### src/rtl/sha256_w_pipeline_ctrl.sv
// SHA-256 message-expansion pipeline controller.
// Issues one nonce per cycle into stage 0 and tracks block occupancy with a
// valid shift register. The FSM goes IDLE -> RUN -> DRAIN -> DONE -> IDLE, and
// stall freezes the whole pipeline.
//
// Handshake: there is no ready signal. issue_valid marks a transfer into stage 0
// during the same cycle. stall acts as an inverted ready that holds every stage,
// so while stall is high no block enters, moves or leaves.
module sha256_w_pipeline_ctrl #(
    parameter int STAGES  = 22,
    parameter int NONCE_W = 32
) (
    input  logic               CLK,
    input  logic               RST,
    input  logic               start,
    input  logic               abort,
    input  logic [NONCE_W-1:0] nonce_base,
    input  logic [NONCE_W-1:0] nonce_count,
    input  logic               stall,
    output logic               issue_valid,
    output logic [NONCE_W-1:0] issue_nonce,
    output logic [STAGES-1:0]  stage_en,
    output logic               out_valid,
    output logic [5:0]         inflight,
    output logic               busy,
    output logic               done,
    output logic [1:0]         state_dbg
);

    localparam logic [1:0] S_IDLE  = 2'd0;
    localparam logic [1:0] S_RUN   = 2'd1;
    localparam logic [1:0] S_DRAIN = 2'd2;
    localparam logic [1:0] S_DONE  = 2'd3;

    localparam logic [NONCE_W-1:0] NONCE_ONE = NONCE_W'(1);

    logic [1:0]         state;
    logic [NONCE_W-1:0] cur_nonce;
    logic [NONCE_W-1:0] remaining;
    logic [STAGES-1:0]  v;
    logic [STAGES-1:0]  v_next;
    logic [5:0]         pop;

    assign issue_valid = (state == S_RUN) & ~stall;
    assign issue_nonce = cur_nonce;
    assign out_valid   = v[STAGES-1];
    assign inflight    = pop;
    assign busy        = (state != S_IDLE);
    assign done        = (state == S_DONE);
    assign state_dbg   = state;

    // Next valid vector: shift in the issue bit unless the pipeline is frozen.
    always_comb begin
        v_next = v;
        if (!stall) begin
            v_next = {v[STAGES-2:0], issue_valid};
        end
    end

    // Write enables: a stage is written when a block moves into it or out of it.
    always_comb begin
        stage_en = '0;
        if (!stall) begin
            stage_en[0] = issue_valid | v[0];
            for (int i = 1; i < STAGES; i++) begin
                stage_en[i] = v[i-1] | v[i];
            end
        end
    end

    // Occupancy count of the valid shift register.
    always_comb begin
        pop = '0;
        for (int i = 0; i < STAGES; i++) begin
            pop = pop + 6'(v[i]);
        end
    end

    // Job FSM, nonce/remaining counters and the valid shift register.
    always_ff @(posedge CLK or negedge RST) begin
        if (!RST) begin
            state     <= S_IDLE;
            v         <= '0;
            cur_nonce <= '0;
            remaining <= '0;
        end else begin
            v <= v_next;
            case (state)
                S_IDLE: begin
                    // Abort is ignored here, so start always wins.
                    if (start) begin
                        if (nonce_count != '0) begin
                            state     <= S_RUN;
                            cur_nonce <= nonce_base;
                            remaining <= nonce_count;
                        end else begin
                            state <= S_DONE;
                        end
                    end
                end
                S_RUN: begin
                    if (abort) begin
                        state     <= S_IDLE;
                        v         <= '0;
                        remaining <= '0;
                    end else if (issue_valid) begin
                        cur_nonce <= cur_nonce + NONCE_ONE;
                        remaining <= remaining - NONCE_ONE;
                        if (remaining == NONCE_ONE) begin
                            state <= S_DRAIN;
                        end
                    end
                end
                S_DRAIN: begin
                    if (abort) begin
                        state     <= S_IDLE;
                        v         <= '0;
                        remaining <= '0;
                    end else if (v_next == '0) begin
                        // Leave on the edge that shifts out the last valid bit.
                        state <= S_DONE;
                    end
                end
                S_DONE: begin
                    state <= S_IDLE;
                    if (abort) begin
                        v         <= '0;
                        remaining <= '0;
                    end
                end
                default: state <= S_IDLE;
            endcase
        end
    end

endmodule

### config.mk
export PLATFORM = sky130hd
export DESIGN_NAME = sha256_w_pipeline_ctrl
export DESIGN_NICKNAME = d
export VERILOG_FILES = /design/src/rtl/sha256_w_pipeline_ctrl.sv
export SDC_FILE = /design/constraint.sdc
export NUM_CORES = 1
export LEC_CHECK = 0
export BUFFER_PORTS_ARGS = -buffer_cell sky130_fd_sc_hd__buf_4
export CAP_MARGIN = 20
export CORE_MARGIN = 3
export CORE_UTILIZATION = 43
export DETAILED_ROUTE_END_ITERATION = 7
export GPL_TIMING_DRIVEN = 0
export PLACE_DENSITY = 0.66
export SYNTH_ARGS = -nofsm -noshare
export SYNTH_HDL_FRONTEND = slang
export SYNTH_SLANG_ARGS = --single-unit
### constraint.sdc
create_clock -name CLK -period 6.65 [get_ports CLK]
set_clock_uncertainty 0.1 [all_clocks]
set_input_delay 0.9975 -clock CLK [delete_from_list [all_inputs] [get_ports CLK]]
set_output_delay 0.9975 -clock CLK [all_outputs]
set_load 0.02 [all_outputs]
==> flow_metrics.py <==
metrics = {
    "clocking": {
        "cts_buffers": 9,
        "hold_buffers": 0,
        "htreeDepth": 3,
        "clock_latency_ns": 0.35,
        "cts_resized": 0,
        "clock_path_buffers": 2,
        "cts_tree": "done",
        "cts_setup_buffers": 0,
        "ctsRootBufferMaster": "clkbuf_16",
        "cts.sinks": 88,
        "clk_pin_slew_ns": 0.07,
    },
    "worst_setup_path": {
        "path_class": "register to primary output",
        "end_kind": "primary output",
        "crit_fanout": 3,
        "arrival_ns": 4.57,
        "crit_path_start_kind": "register",
        "critical_path_required_ns": 5.55,
    },
    "timing": {
        "maxSlewViolCount": 0,
        "finalHoldViolCount": 0,
        "fin_crit_ns": 5.67,
        "tns_ns": 0,
        "relSlewSlack": 0.320,
        "final-setup-viol-count": 0,
        "fin_hold_ws_ns": 0.420,
        "period_share": 0.852,
        "rsz0062_at_grt": "no",
        "max_freq_mhz": 176,
        "tightestPinTransition_ns": 1.01,
    },
    "grt": {
        "grt_overflow": 0,
        "grt_pass1_vias": 6182,
        "grt.total_usage": 0.278,
        "grt_pass1_wl_mm": 33.1,
        "grt_max_degree": 61,
        "antenna_found_initial": 0,
    },
    "run_status": {
        "outcome": "finished, final reports clean",
    },
    "logic_synthesis": {
        "synth_edf_count": 0,
        "async_flop_share": 1.00,
        "ys_types": 62,
        "synth_top_flop_cell": "dfrtp_1",
        "syn_area_per_cell_um2": 8.38,
        "syn_nets": 812,
        "synth_top_area_cell": "dfrtp_1",
        "ys_seq_elements": 88,
        "synth_top_area_frac": 0.367,
        "ys.warnings.count": 0,
        "synthCells": 717,
        "synth-seq-area-share": 0.367,
        "synth.area.top_cells": "dfrtp_1 37%, nor2_1 7.3%, fa_1 5.0%, a21oi_1 4.6%, o21ai_1 3.5%",
        "netlist_area_mm2": 0.00601,
    },
    "placement": {
        "port-buffer-count": 133,
        "place.detailed.hpwl_mm": 15.6,
        "gp_congestion": 0.952,
        "dpl.cell_count": 1027,
    },
    "flow_run": {
        "max_cap_viol_count": 0,
    },
    "pwr": {
        "power_mw": 3.35,
        "ir_drop_uv": 217,
        "powerDensity_mw_per_mm2": 440,
        "power_leakage_nw": 3.35,
    },
    "route": {
        "routedWlPerCell_um": 20.4,
        "drtIter0Drc": 794,
        "drt_pass1_iterations": 5,
        "ant_nets": 0,
        "drcViolationCount": 0,
        "vias": 6499,
        "wirelength_mm": 21.2,
        "vias_per_cell": 6.23,
    },
    "floorplan": {
        "die_y_um": 124,
        "dieArea_mm2": 0.0154,
        "start_util": 0.446,
        "core-area_mm2": 0.0135,
        "ios": 135,
        "die_width_um": 124,
        "rows": 42,
    },
    "finish": {
        "insertedDiodeCount": 0,
        "final-instance-count-excl-fill": 1043,
        "final_common_cell": "buf_4",
        "syn_to_final_growth_pct": 26.5,
        "final_cell_mix": "134 x buf_4, 117 x nor2_1, 88 x dfrtp_1",
        "layout-drive-gt1-share": 0.200,
        "fin_nets": 957,
    },
    "hold_path": {
        "hp-class": "register to register",
    },
}
[power by group]
group / internal, mW / total (mW) / switching [mW]
sequential: 0.729 / 1.01 / 0.281
clock: 0.367 / 0.595 / 0.228
combinational: 0.638 / 1.74 / 1.10
[worst max-delay path: stages, from the launching register on]
cell,delay [ns]
dfrtp_1,0.43
fa_1,0.56
inv_1,0.06
fa_1,0.48
fa_1,0.58
fa_1,0.48
fa_1,0.50
inv_1,0.04
ha_1,0.20
fa_1,0.40
a21o_1,0.17
a21o_1,0.16
buf_4,0.15
[metal layers]
metal | vias to the layer above | global-route usage | share of wire
met2 | 356 | 0.409 | 0.45
met4 | 0 | 0.103 | 0.021
met5 | - | 0 | 0
li1 | 2942 | - | -
met3 | 38 | 0.0504 | 0.092
met1 | 3163 | 0.407 | 0.44
[sequential cells by signal, summed over array words and instances, names as in the netlist]
name	cells
issue_nonce	32
remaining	32
v	22
state_dbg	2
[area by class of cell]
type / instances / area [µm²]
multi-input cells: 552 / 3500
clock inverters: 7 / 120
repair buffers: 134 / 1030
plain buffers: 41 / 164
well taps: 176 / 220
fillers: 1322 / 5860
flip-flops and latches: 88 / 2200
clock buffers: 9 / 225
inverters: 36 / 135
[cells by family after synthesis]
logic type	count (synthesis)	share of synthesized area
AO/OA/AOI/OAI	229	0.245
XOR/XNOR	2	0.00292
adder cells (fa/ha/maj)	26	0.0729
buffers and inverters	77	0.0498
flip-flops	88	0.367
multiplexers	19	0.0317
other	1	0.000624
AND/OR/NAND/NOR	275	0.230
[cell usage after synthesis, drive strengths merged, types with 2 or more instances]
master / instances
nor2: 117
dfrtp: 88
o21ai: 65
a21oi: 55
inv: 36
nand2: 35
clkbuf: 33
nor4: 28
nand3: 23
mux2i: 19
nand4: 16
a22oi: 15
a31oi: 15
fa: 15
nor3: 15
a32oi: 11
ha: 11
o22ai: 10
a2bb2oi: 9
a211oi: 8
buf: 8
and2: 7
and3: 7
o211ai: 6
or3: 6
a21o: 5
o31ai: 5
a221oi: 4
and4: 4
nor2b: 4
nor3b: 4
o2bb2ai: 4
nand2b: 3
a41o: 2
a41oi: 2
nor4b: 2
o211a: 2
o41ai: 2
or4: 2
[metrics by stage]
step / setup WS, ns / util / cell area [µm²]
global route: 0.783 / 0.565 / 7600
global placement: 1.41 / 0.537 / 7220
detailed placement: 1.33 / 0.539 / 7250
finish: 0.981 / 0.565 / 7600
floorplan: 1.65 / - / 6010
CTS: 0.914 / 0.565 / 7600
[worst paths after layout]
kind                                from        endpoint  slack [ns]  cells after the start
max                                 v[0]     inflight[4]        0.98                     12
max in group asynchronous            RST  issue_nonce[3]        5.32                      2
min in group asynchronous            RST    remaining[8]        0.48                      1
min                        remaining[26]   remaining[26]        0.42                      1
min reg2reg                remaining[26]   remaining[26]        0.42                      1
max reg2reg                 remaining[0]   remaining[24]        3.81                      7
No activity file was read; power rests on OpenSTA's default activity.
